**src/rtl/track_scan_sequencer.sv**
```systemverilog
// Track index sequencer: steps through NUM_TRACKS slots with a programmable dwell,
// optionally skipping tracks whose bit in track_vec is clear.
module track_scan_sequencer #(
  parameter int NUM_TRACKS = 16,
  parameter int IDX_W      = 4,
  parameter int DWELL      = 1
) (
  input  logic                  clk,
  input  logic                  reset,
  input  logic                  en,
  input  logic                  mode,
  input  logic [NUM_TRACKS-1:0] track_vec,
  output logic [IDX_W-1:0]      track_iter,
  output logic                  iter_valid,
  output logic                  wrap
);

  localparam int                CNT_W      = (DWELL > 1) ? $clog2(DWELL) : 1;
  localparam logic [CNT_W-1:0]  DWELL_LAST = CNT_W'(DWELL - 1);
  localparam logic [IDX_W-1:0]  LAST_IDX   = IDX_W'(NUM_TRACKS - 1);

  localparam logic MODE_SEQ  = 1'b0;
  localparam logic MODE_SKIP = 1'b1;

  generate
    if (NUM_TRACKS < 2 || (2 ** IDX_W) < NUM_TRACKS || DWELL < 1) begin : g_bad_params
      $error("track_scan_sequencer: illegal NUM_TRACKS/IDX_W/DWELL combination");
    end
  endgenerate

  logic [CNT_W-1:0] dwell_cnt;
  logic             started;
  logic             advance;

  logic             any_set;
  logic [IDX_W-1:0] first_idx;
  logic             next_found;
  logic [IDX_W-1:0] next_idx;

  assign advance = en && (dwell_cnt == DWELL_LAST);

  // Single-pass priority search: scanning from the top down lets the lowest
  // qualifying index overwrite earlier hits, for both the overall and the
  // "strictly above current" candidate.
  always_comb begin
    // NOTE: every combinational output gets a default first so no path leaves
    // it unassigned, which would otherwise infer a latch.
    any_set    = |track_vec;
    first_idx  = '0;
    next_found = 1'b0;
    next_idx   = '0;
    for (int i = NUM_TRACKS - 1; i >= 0; i--) begin
      if (track_vec[i]) begin
        first_idx = IDX_W'(i);
        if (IDX_W'(i) > track_iter) begin
          next_found = 1'b1;
          next_idx   = IDX_W'(i);
        end
      end
    end
  end

  // NOTE: all state below uses non-blocking assignments so every register
  // samples the pre-edge values of its neighbours.
  always_ff @(posedge clk) begin
    if (reset) begin
      track_iter <= '0;
      iter_valid <= 1'b0;
      wrap       <= 1'b0;
      dwell_cnt  <= '0;
      started    <= 1'b0;
    end else begin
      wrap <= 1'b0;

      if (en) begin
        dwell_cnt <= advance ? '0 : dwell_cnt + CNT_W'(1);
      end

      if (advance) begin
        started <= 1'b1;
        if (!started) begin
          // First advance of a pass never reports a wrap.
          if (mode == MODE_SEQ) begin
            track_iter <= '0;
            iter_valid <= 1'b1;
          end else if (any_set) begin
            track_iter <= first_idx;
            iter_valid <= 1'b1;
          end else begin
            iter_valid <= 1'b0;
          end
        end else if (mode == MODE_SEQ) begin
          iter_valid <= 1'b1;
          if (track_iter == LAST_IDX) begin
            track_iter <= '0;
            wrap       <= 1'b1;
          end else begin
            track_iter <= track_iter + IDX_W'(1);
          end
        end else if (mode == MODE_SKIP) begin
          if (!any_set) begin
            iter_valid <= 1'b0;
          end else if (next_found) begin
            track_iter <= next_idx;
            iter_valid <= 1'b1;
          end else begin
            track_iter <= first_idx;
            iter_valid <= 1'b1;
            wrap       <= 1'b1;
          end
        end
      end
    end
  end

endmodule
```
**config.mk**
```make
export PLATFORM = sky130hd
export DESIGN_NAME = track_scan_sequencer
export DESIGN_NICKNAME = d
export VERILOG_FILES = /design/src/rtl/track_scan_sequencer.sv
export SDC_FILE = /design/constraint.sdc
export NUM_CORES = 1
export LEC_CHECK = 0
export ABC_AREA = 1
export CAP_MARGIN = 10
export CORE_MARGIN = 5
export CORE_UTILIZATION = 44
export DETAILED_ROUTE_END_ITERATION = 7
export PLACE_DENSITY_LB_ADDON = 0.1
export SLEW_MARGIN = 20
export SYNTH_ARGS = -nofsm -noshare
export SYNTH_HDL_FRONTEND = slang
export SYNTH_SLANG_ARGS = --single-unit
```
**constraint.sdc**
```tcl
create_clock -name clk -period 1.7 [get_ports clk]
set_clock_uncertainty 0.1 [all_clocks]
set_input_delay 0.255 -clock clk [delete_from_list [all_inputs] [get_ports clk]]
set_output_delay 0.255 -clock clk [all_outputs]
set_load 0.005 [all_outputs]
```
==> impl_metrics.env, run 1 <==
export IMPL_final_util=0.8034
export IMPL_grt_pass1_wl_um=6210
export IMPL_drive_gt1_frac=0.3755
export IMPL_antenna_found_initial=0
export IMPL_initial_utilization=0.4667
export IMPL_root_buffer="clkbuf_4"
export IMPL_fp_dieH_um=58.67
export IMPL_clk_pin_slew_ps=60
export IMPL_powerDensity_nw_per_um2=425.5
export IMPL_cts_tree="built"
export IMPL_globalRoute_totalOverflow=0
export IMPL_synth_area_top_cells="nand2_1 20%, dfxtp_1 15%, inv_1 12%, a21oi_1 7.2%, nand3_1 5.8%"
export IMPL_violations="negative setup slack"
export IMPL_firstDrtPassIters=5
export IMPL_cts_sink_count=8
export IMPL_first_iter_violations=67
export IMPL_wl_um=3766
export IMPL_finalHoldViolations=0
export IMPL_report_final_slew_viol_count=0
export IMPL_setup_viol=6
export IMPL_cp_end_kind="flop"
export IMPL_slowest_stage="dfxtp_4"
export IMPL_synth_cell_types=31
export IMPL_die_w_um=58.67
export IMPL_synth_top_area_cell="nand2_1"
export IMPL_gp_congestion=0.9506
export IMPL_clock_latency_ps=270
export IMPL_grt_use_met2=0.3844
export IMPL_synth_nets=206
export IMPL_die_area_um2=3442
export IMPL_synth_top_area_share=0.2017
export IMPL_cts_buffers=3
export IMPL_grt_start_max_net_pins=8
export IMPL_pre_cts_ws_ps=-526.5
export IMPL_syn_area_um2=1042
export IMPL_port_buffer_count=25
export IMPL_vias=1462
export IMPL_grtUsageTotal=0.2292
export IMPL_area_delta_synth_final_pct=72.15
export IMPL_cp_max_fo=4
export IMPL_p_total_mw=0.7634
export IMPL_cp_cell_sequence="inv_4, ha_4, inv_2, nand2_4, inv_2, o211ai_1, buf_4, nand2_2, nand2_1, nand2_1, nand2_1, nand2_1, nand2_1, nand2_1, nand2_1, nand2_1, nand2_1, nand2_2, a21oi_2"
export IMPL_grt_util_met1=0.2904
export IMPL_rsz0062_at_grt="yes"
export IMPL_whs_ps=345.9
export IMPL_tightest_slew_ps=302.9
export IMPL_cts_buffer_depth=2
export IMPL_timing_fmax_mhz=507.3
export IMPL_ios=26
export IMPL_setup_slack_ps=-271.3
export IMPL_hold_class="reg2reg"
export IMPL_path_common_cell="nand2_1"
export IMPL_path_buf_inv=4
export IMPL_required_ps=1810
export IMPL_dp_hpwl_um=2795
export IMPL_dp_cells=276
export IMPL_final_common_cell="nand2_1"
export IMPL_vias_per_cell=5.203
export IMPL_fin_crit_sh=1.160
export IMPL_cp_arrival_ps=2080
export IMPL_first_global_vias=1422
export IMPL_use_met3=0.03947
export IMPL_final_nets=279
export IMPL_htree_levels=1
export IMPL_p_leak_nw=0.8868
export IMPL_core_area_um2=2233
export IMPL_worstSetupStartpointType="flop"
export IMPL_yosysWarnings=0
export IMPL_wire_per_inst_um=13.40
export IMPL_syn_inst=182
export IMPL_grt_busiest_layer="met2"
export IMPL_crit_type="reg2reg"
export IMPL_ys_ff_latch=8
export IMPL_rows=17
export IMPL_n_antenna_cell=0
export IMPL_drc_errors=0
export IMPL_avgSynthCellArea_um2=5.727
export IMPL_status="finished, violations left"
export IMPL_relSlewSlack=0.7981
export IMPL_ys_seq_area_frac=0.1537
export IMPL_cap_violations=0
export IMPL_final_cell_mix="52 x nand2_1, 43 x buf_4, 27 x inv_1"
export IMPL_post_route_min_period_ps=1971
export IMPL_irDropWorstVdd_uv=467.5
export IMPL_drtAntennaViolNets=0
export IMPL_path_delay_family="simple AND/OR/NAND/NOR gates"
export IMPL_slowest_delay_ps=370
export IMPL_instances_no_fill=281
routing by layer:
layer,vias up,share of wire
met3,19,0.057
met2,58,0.48
met5,-,0
li1,730,-
met1,655,0.43
met4,0,0.036
report_power, final:
| part | leakage, nW | internal [mW] | switching [mW] | total (mW) |
|---|---|---|---|---|
| Combinational | 0.805 | 0.201 | 0.190 | 0.390 |
| Sequential | 0.0679 | 0.196 | 0.0173 | 0.214 |
| Clock | 0.0138 | 0.0817 | 0.0779 | 0.160 |
worst register-to-register path: cells and delay by family, from the launching register on:
kind / cells / cell delay (ps)
AO/OA/AOI/OAI: 2 / 360
adder cells (fa/ha/maj): 1 / 110
buffers and inverters: 4 / 310
flip-flops: 1 / 370
AND/OR/NAND/NOR: 12 / 640
worst paths after layout:
kind | slack [ps] | end | from | depth (start not counted)
setup / recovery | -270 | track_iter[0] | track_iter[0] | 19
hold / removal | 350 | dwell_cnt | dwell_cnt | 2
setup reg to reg | -270 | track_iter[0] | track_iter[0] | 19
hold reg to reg | 350 | dwell_cnt | dwell_cnt | 2
layout make-up:
cell class              count  area [um2]
clock buffers               3       22.52
fillers                   165       439.2
inverters                  35       133.9
multi-input cells         137       824.5
flip-flops and latches      8       171.4
well taps                  28       35.03
repair buffers             70       606.8
Yosys cell counts:
cell type and number:
a211oi_1 1, a21oi_1 15, a21oi_2 2, a221oi_1 1
a31oi_1 1, and2_1 1, buf_6 2, dfxtp_1 8
ha_1 4, inv_1 32, inv_2 3, nand2_1 56
nand2_2 3, nand2_4 2, nand3_1 12, nand3_2 2
nand4_1 1, nor2_1 8, nor2_2 4, nor3_1 5
nor3_4 1, nor3b_1 1, nor4_1 1, o211ai_1 1
o211ai_2 2, o21a_1 1, o21ai_0 6, o21ai_1 3
o21ai_2 1, or2_2 1, or2_4 1
repair_timing:
action                                 4_1_cts  5_1_grt
setup endpoints to repair                    7        9
gates resized for setup                     22        9
setup buffers                                1        1
endpoints found under the hold margin        0        0
hold buffers                                 0        0
pin swaps                                   13       12
sequential cells by signal (all words and copies together), names as in the netlist:
signal,count
wrap,1
track_iter,4
iter_valid,1
dwell_cnt,1
started,1
stage by stage:
step | TNS, ps | area [um2]
final | -1140 | 1794
after global routing | -1908 | 1794
after CTS | -1043 | 1760
after detailed placement | -2775 | 1650
after global placement | -2332 | 1650
after floorplan | -246.7 | 1052
cells by family after synthesis:
family	share of synthesized area
simple gates	0.4502
fa+ha+maj	0.04802
buf+inv	0.1477
compound gates	0.2005
flops	0.1537
No activity file was read; power rests on OpenSTA's default activity.
==> run 2: changes to the inputs <==
--- a/config.mk
+++ b/config.mk
@@ -8,7 +8,7 @@
 export ABC_AREA = 1
 export CAP_MARGIN = 10
 export CORE_MARGIN = 5
-export CORE_UTILIZATION = 44
+export CORE_UTILIZATION = 53
 export DETAILED_ROUTE_END_ITERATION = 7
 export PLACE_DENSITY_LB_ADDON = 0.1
 export SLEW_MARGIN = 20
==> constraint.sdc (replaced) <==
create_clock -name clk -period 2.5 [get_ports clk]
set_clock_uncertainty 0.1 [all_clocks]
set_input_delay 0.375 -clock clk [delete_from_list [all_inputs] [get_ports clk]]
set_output_delay 0.375 -clock clk [all_outputs]
set_load 0.005 [all_outputs]
==> impl_metrics.env, run 2 (synthesis results as in run 1) <==
export IMPL_timing_fmax_mhz=443.7
export IMPL_n_antenna_cell=0
export IMPL_grt_start_max_net_pins=11
export IMPL_drive_gt1_frac=0.1244
export IMPL_port_buffer_count=25
export IMPL_firstDrtPassIters=4
export IMPL_drtAntennaViolNets=0
export IMPL_irDropWorstVdd_uv=257.7
export IMPL_fp_dieH_um=54.35
export IMPL_clock_latency_ps=250
export IMPL_tightest_slew_ps=494.9
export IMPL_die_w_um=54.35
export IMPL_cp_max_fo=8
export IMPL_final_cell_mix="56 x nand2_1, 32 x inv_1, 25 x clkdlybuf4s50_1"
export IMPL_rsz0062_at_grt="no"
export IMPL_largest_reg_flops=4
export IMPL_drc_errors=0
export IMPL_root_buffer="clkbuf_4"
export IMPL_cp_end_kind="flop"
export IMPL_vias_per_cell=5.309
export IMPL_cap_violations=0
export IMPL_post_route_min_period_ps=2254
export IMPL_fin_crit_sh=0.9015
export IMPL_p_leak_nw=0.6474
export IMPL_hold_depth=2
export IMPL_globalRoute_totalOverflow=0
export IMPL_postCtsSetupRepairBufs=0
export IMPL_cts_resized=0
export IMPL_antenna_found_initial=0
export IMPL_finalHoldViolations=0
export IMPL_grtUsageTotal=0.2134
export IMPL_worstSetupStartpointType="flop"
export IMPL_whs_ps=334.4
export IMPL_required_ps=2540
export IMPL_first_iter_violations=54
export IMPL_relSlewSlack=0.6696
export IMPL_wl_um=2890
export IMPL_hold_class="reg2reg"
export IMPL_final_common_cell="nand2_1"
export IMPL_clk_pin_slew_ps=50
export IMPL_first_global_vias=1122
export IMPL_final_nets=235
export IMPL_htree_levels=1
export IMPL_grt_pass1_wl_um=4698
export IMPL_report_final_slew_viol_count=0
export IMPL_gp_congestion=0.8871
export IMPL_status="complete, no violations"
export IMPL_cp_arrival_ps=2300
export IMPL_die_area_um2=2953
export IMPL_cts_hold_buffers_added=0
export IMPL_crit_type="reg2reg"
export IMPL_wire_per_inst_um=12.25
export IMPL_regMostFlops="track_iter"
export IMPL_ios=26
export IMPL_core_area_um2=1922
export IMPL_rr_worst_depth=14
export IMPL_dp_hpwl_um=2366
export IMPL_setup_tns_ps=0
export IMPL_cts_buffers=3
export IMPL_powerDensity_nw_per_um2=317.7
export IMPL_setup_viol=0
export IMPL_area_delta_synth_final_pct=27.97
export IMPL_initial_utilization=0.5423
export IMPL_rows=16
export IMPL_cts_sink_count=8
export IMPL_cts_buffer_depth=2
export IMPL_cts_tree="built"
export IMPL_vias=1253
[run 2: changes by cell type in the layout (fill, tap and decap cells not counted), moves of 4 or more]
cell     change
a21oi_2      -4
inv_2        -4
buf_4       -42
nand2_1      +4
inv_1        +5
a21oi_1      +4
[run 2: routing by layer]
layer  vias to the layer above  global-route usage  part of all wire
li1                        635                   -                 -
met1                       557              0.2708              0.43
met2                        59              0.3506              0.48
met3                         2             0.05177             0.090
met4                         0             0.07054            0.0062
met5                         -                   0                 0
[run 2: final timing paths]
path,start,to,slack [ps]
max,track_iter[1],track_iter[1],250
min,dwell_cnt,dwell_cnt,330
max reg2reg,track_iter[1],track_iter[1],250
min reg2reg,dwell_cnt,dwell_cnt,330
[run 2: area by class of cell]
class	count	area, um2
Sequential cell	8	160.2
Timing Repair Buffer	26	257.7
Clock buffer	3	22.52
Fill cell	188	588.1
Inverter	35	131.4
Multi-Input combinational cell	137	728.2
Tap cell	27	33.78
[run 2: report_power, final]
group / leakage, nW / internal, mW / switching, mW / total [mW]
clock network: 0.0138 / 0.0548 / 0.0427 / 0.0975
registers: 0.0659 / 0.134 / 0.0139 / 0.148
logic: 0.568 / 0.0804 / 0.0976 / 0.178
total: 0.647 / 0.270 / 0.154 / 0.424
[run 2: critical path, stage by stage, from the launching register on]
cell      delay, ps
dfxtp_1         500
ha_1            210
inv_1            40
nand2_1         100
inv_1            80
o211ai_1        290
nand3_2         140
nor2_2          110
nand3_2         130
nand2_4         120
nor2_2           40
o21ai_1          80
nand2_1          70
nand2_1          70
a21oi_2          50
[run 2: through the flow]
| stage | power (mW) | setup slack, ps | utilization | std cells | instance area [um2] |
|---|---|---|---|---|---|
| final | 0.4238 | 246.3 | 0.6940 | 236 | 1334 |
| after global routing | 0.4569 | 71.43 | 0.6940 | 236 | 1334 |
| after CTS | 0.4282 | 264.6 | 0.6940 | 236 | 1334 |
| after detailed placement | 0.3262 | 236.5 | 0.6823 | 233 | 1311 |
| after global placement | 0.3211 | 302.0 | 0.6823 | 233 | 1311 |
| after floorplan | 0.2548 | 590.0 | - | 182 | 1042 |
==> variant 1: new RTL, flow settings as in run 2 <==
Register the input `mode` before use, with the module's reset. The logic sees it one clock later. The other inputs are not delayed to match.
--- a/src/rtl/track_scan_sequencer.sv
+++ b/src/rtl/track_scan_sequencer.sv
@@ -23,2 +23,12 @@
   localparam logic MODE_SKIP = 1'b1;
+
+  logic mode_q;
+
+  always_ff @(posedge clk) begin
+    if (reset) begin
+      mode_q <= '0;
+    end else begin
+      mode_q <= mode;
+    end
+  end
 
@@ -82,3 +92,3 @@
           // First advance of a pass never reports a wrap.
-          if (mode == MODE_SEQ) begin
+          if (mode_q == MODE_SEQ) begin
             track_iter <= '0;
@@ -91,3 +101,3 @@
           end
-        end else if (mode == MODE_SEQ) begin
+        end else if (mode_q == MODE_SEQ) begin
           iter_valid <= 1'b1;
@@ -99,3 +109,3 @@
           end
-        end else if (mode == MODE_SKIP) begin
+        end else if (mode_q == MODE_SKIP) begin
           if (!any_set) begin
Function: changed (Yosys sat finds a counterexample within 4 cycles, from zero or initial values and one cycle with reset high).
==> variant 1 against run 2 <==
Maximum frequency fell by 1.8%; via count fell by 4.2%; worst setup slack got worse by 42 ps; power rose by 3.6%; wire length fell by 14%; non-clock buffer count rose by 1; count of clock-buffer cells in the layout rose by 1; final area fell by 2.8%; core utilization rose by 4.9 points; sequential cell count rose by 1; clock power rose by 13%; area after synthesis fell by 5.9%; worst hold slack improved by 5.9 ps; critical path type unchanged.
==> variant 1: results (changes against run 2) <==
* CP startpoint: track_iter[0]
* Status: complete, no violations
* Layout cells sized above 1 at 0.07805 (-0.04635)
* Total GRT Usage at 0.2014 (-0.01203)
* Met3 usage at 0.02817 (-0.02360)
* Met2 Usage GRT at 0.3574 (+0.006840)
* Worst relative slew slack at 0.7342 (+0.06457)
* Final Wtd Congestion at 0.9849 (+11%)
* Post-synth cell types at 27 (-13%)
* DR WL/cell at 10.82 um (-12%)
* VDD IR max at 0.0003106 V (+21%)
* Initial DRC count at 26 (-52%)
* Vias in the first global route at 1092 (-2.7%)
* Leakage power at 0.6353 nW (-1.9%)
* HP Class: reg2reg
* Fin nets at 230 (-2.1%)
* Internal at 289.9 uW (+7.5%)
* # diodes at 0 (unchanged)
* Crit path max fanout at 7 (-1)
* Wire length of the first global-routing pass at 4209 um (-10%)
* R2R setup slack at 200 ps (-40 ps)
* Largest net degree at the start of global routing at 9 (-2)
* Sequential share of the synthesized area at 0.1837 (+0.03001)
* Detailed Place HPWL at 2072 um (-12%)
* Arr. time, crit path at 2390 ps (+90 ps)
* Postcts setup bufs at 0 (unchanged)
* Vias at 1201 (-4.2%)
* Top post-synthesis cells by area: nand2_1 (20%), dfxtp_1 (18%), inv_1 (11%), nor2_1 (6.9%), ha_1 (5.1%)
* Number of H-tree levels at 1 (unchanged)
* Synth cell count leaders: nand2_1 (53), inv_1 (30), nor2_1 (18)
* Dpl ws at 129.2 ps (-107.4 ps)
variant 1: cell types whose count changed in the layout (fill, tap and decap cells not counted), moves of 3 or more:
| cell | delta |
|---|---|
| a21oi_1 | -9 |
| a31oi_1 | +3 |
| nand2_1 | -3 |
| nor2_1 | +10 |
| o21ai_0 | +4 |
variant 1: final cells by class:
| cell class | instances | area [um^2] |
|---|---|---|
| multi-input combinational | 133 | 673.1 |
| tap | 25 | 31.28 |
| sequential | 9 | 180.2 |
| inverter | 32 | 120.1 |
| timing repair buffer | 27 | 265.3 |
| clock buffer | 4 | 26.28 |
| fill | 162 | 449.2 |
variant 1: critical path, cell delays in order (launching register included):
cell,delay (ps)
dfxtp_1,310
buf_4,150
ha_1,190
nor2_1,320
o21ai_0,170
nand2_1,110
nor2_1,60
nand2_1,130
o21ai_4,100
or2_1,210
inv_1,70
o21ai_1,80
nand2_1,70
nand2_1,50
a21oi_1,120
variant 1: logic make-up after synthesis:
logic type / after synthesis / share of synthesized area
compound gates: 33 / 0.2207
flops: 9 / 0.1837
fa+ha+maj: 4 / 0.05102
xor+xnor: 1 / 0.008930
buf+inv: 33 / 0.1301
simple gates: 95 / 0.4056
variant 1: power groups by stage:
stage | combinational, mW | sequential (mW) | clock [mW]
6_report | 0.166 | 0.163 | 0.110
4_1_cts | 0.165 | 0.163 | 0.115
3_3_place_gp | 0.161 | 0.166 | 0
2_1_floorplan | 0.0952 | 0.164 | 0
5_1_grt | 0.187 | 0.164 | 0.126
3_5_place_dp | 0.164 | 0.166 | 0
variant 1: worst max-delay path by stage:
stage          depth (start not counted)            end  slack, ps
4_1_cts                               14  track_iter[1]        250
5_1_grt                               14  track_iter[1]         70
3_3_place_gp                           7  track_iter[3]        120
3_5_place_dp                           7  track_iter[3]        130
6_report                              14  track_iter[1]        200
2_1_floorplan                         14  track_iter[1]        470
variant 1: per-layer routing:
metal / vias up / routed length [um] / part of all wire
li1: 623 / - / -
met1: 521 / 1042 / 0.42
met2: 48 / 1198 / 0.48
met3: 9 / 171 / 0.069
met4: 0 / 76 / 0.031
met5: - / 0 / 0
variant 1: per-stage QoR:
stage	hold slack, ps	cell area [um^2]	instances	utilization
6_report	340.3	1296	230	0.7427
2_1_floorplan	314.5	980.9	175	-
3_3_place_gp	326.3	1270	226	0.7276
5_1_grt	362.8	1296	230	0.7427
3_5_place_dp	335.7	1270	226	0.7276
4_1_cts	346.2	1296	230	0.7427
==> variant 2: new RTL, settings of run 2 <==
Made on the original files. Change the parameter `NUM_TRACKS` from 16 to 15.
--- a/src/rtl/track_scan_sequencer.sv
+++ b/src/rtl/track_scan_sequencer.sv
@@ -3,3 +3,3 @@
 module track_scan_sequencer #(
-  parameter int NUM_TRACKS = 16,
+  parameter int NUM_TRACKS = 15,
   parameter int IDX_W      = 4,
Ports: changed (resized track_vec); port bits go from 26 to 25. No check against the original RTL was run, so the function may have changed too.
==> variant 2 against run 2 <==
Area after synthesis fell by 13%; sequential cell count unchanged; final area is 11% lower; power decreased by 3.5%; largest cell class unchanged; via count shrank 9.5%; clock power up 5%; worst setup slack better by 250 ps; wire length decreased by 8.9%.
==> variant 2: results (changes against run 2) <==
* Status: complete, no violations
* Top post-synthesis cells by area: nand2_1 (23%), dfxtp_1 (18%), inv_1 (10%), nor2_1 (5.4%), a21oi_1 (5.0%)
* Switching pwr at 146.1 uW (-5.2%)
* Crit path max fanout at 6 (-2)
* Non-clock inverters at 30 (-14%)
* Post-synth cell types at 29 (-6.5%)
* Multi-In Gates at 126 (-8.0%)
* Combinational share of power at 0.397 (-0.023)
* Compound-Gate Fraction of Synth Area at 0.1992 (-0.001310)
* Clock buffers and inverters, area share at 0.01895 (+0.002062)
* CORE AREA at 0.001670 mm^2 (-13%)
* R2R depth at 13 (-1)
* Max stage delay on crit path at 480 ps (-20 ps)
* Number of port buffers at 24 (-4.0%)
* Routed wl met3 at 195 um (-25%)
* Worst relative slew slack at 0.7404 (+0.07080)
* WL final at 2634 um (-8.9%)
* Total GRT Usage at 0.2250 (+0.01155)
* Wire length on met1 at 1083 um (-12%)
* Drt via density at 5.452 (+2.7%)
* Dpl ws at 298.7 ps (+62.12 ps)
* VDD IR max at 0.0003085 V (+20%)
* Data buffer area share at 0.2021 (+0.008859)
* Power Combinational at 162 uW (-9%)
* Fin nets at 212 (-9.8%)
* Final Wtd Congestion at 0.8836 (-0.39%)
* R2R setup slack at 500 ps (+250 ps)
* Post-Synth Adder-Cell Area at 0 (-0.04802)
* Cells after Synth at 164 (-9.9%)
* Synth cell count leaders: nand2_1 (55), inv_1 (25), nor2_1 (13)
* Layout cells sized above 1 at 0.1152 (-0.009219)
* Largest net degree at the start of global routing at 9 (-2)
* RR Startpoint: track_iter[3]
* Met2 WL post-DR at 1296 um (-5.9%)
* Synthesized net count at 183 (-11%)
* Clock group power at 102 uW (+5%)
* Sequential cell count at 8 (unchanged)
* Sequential share of the synthesized area at 0.1770 (+0.02338)
* Dpl cell area at 0.001166 mm^2 (-11%)
* FILL cells at 151 (-20%)
* Worst hold slack at 336.3 ps (+1.885 ps)
* Signal buffers at 24 (-7.7%)
* Wire length of the first global-routing pass at 4485 um (-4.5%)
* Detailed Place HPWL at 2172 um (-8.2%)
* Arr. time, crit path at 2040 ps (-260 ps)
-- variant 2: changes by cell type after synthesis, sizes merged, moves of 3 or more --
cell,delta
nor3,+3
ha,-4
inv,-6
nor2,+4
a21oi,-6
nand3,-5
-- variant 2: worst min-delay path: stages (launching register included) --
cell,delay (ps)
dfxtp_1,290
inv_1,60
nor3_1,40
-- variant 2: worst max path at each step --
| stage | from | slack [ps] | cells after the start | endpoint |
|---|---|---|---|---|
| 2_1_floorplan | track_iter[3] | 770 | 14 | track_iter[1] |
| 3_3_place_gp | track_vec[8] | 360 | 8 | track_iter[3] |
| 3_5_place_dp | track_vec[3] | 300 | 14 | track_iter[1] |
| 4_1_cts | track_iter[2] | 530 | 13 | track_iter[1] |
| 5_1_grt | track_iter[3] | 300 | 13 | track_iter[1] |
| 6_report | track_iter[3] | 500 | 13 | track_iter[1] |
-- variant 2: routing by layer --
layer,global-route usage,up-vias
li1,-,584
met1,0.2531,494
met2,0.4056,49
met3,0.04082,7
met4,0.1048,0
met5,0,-
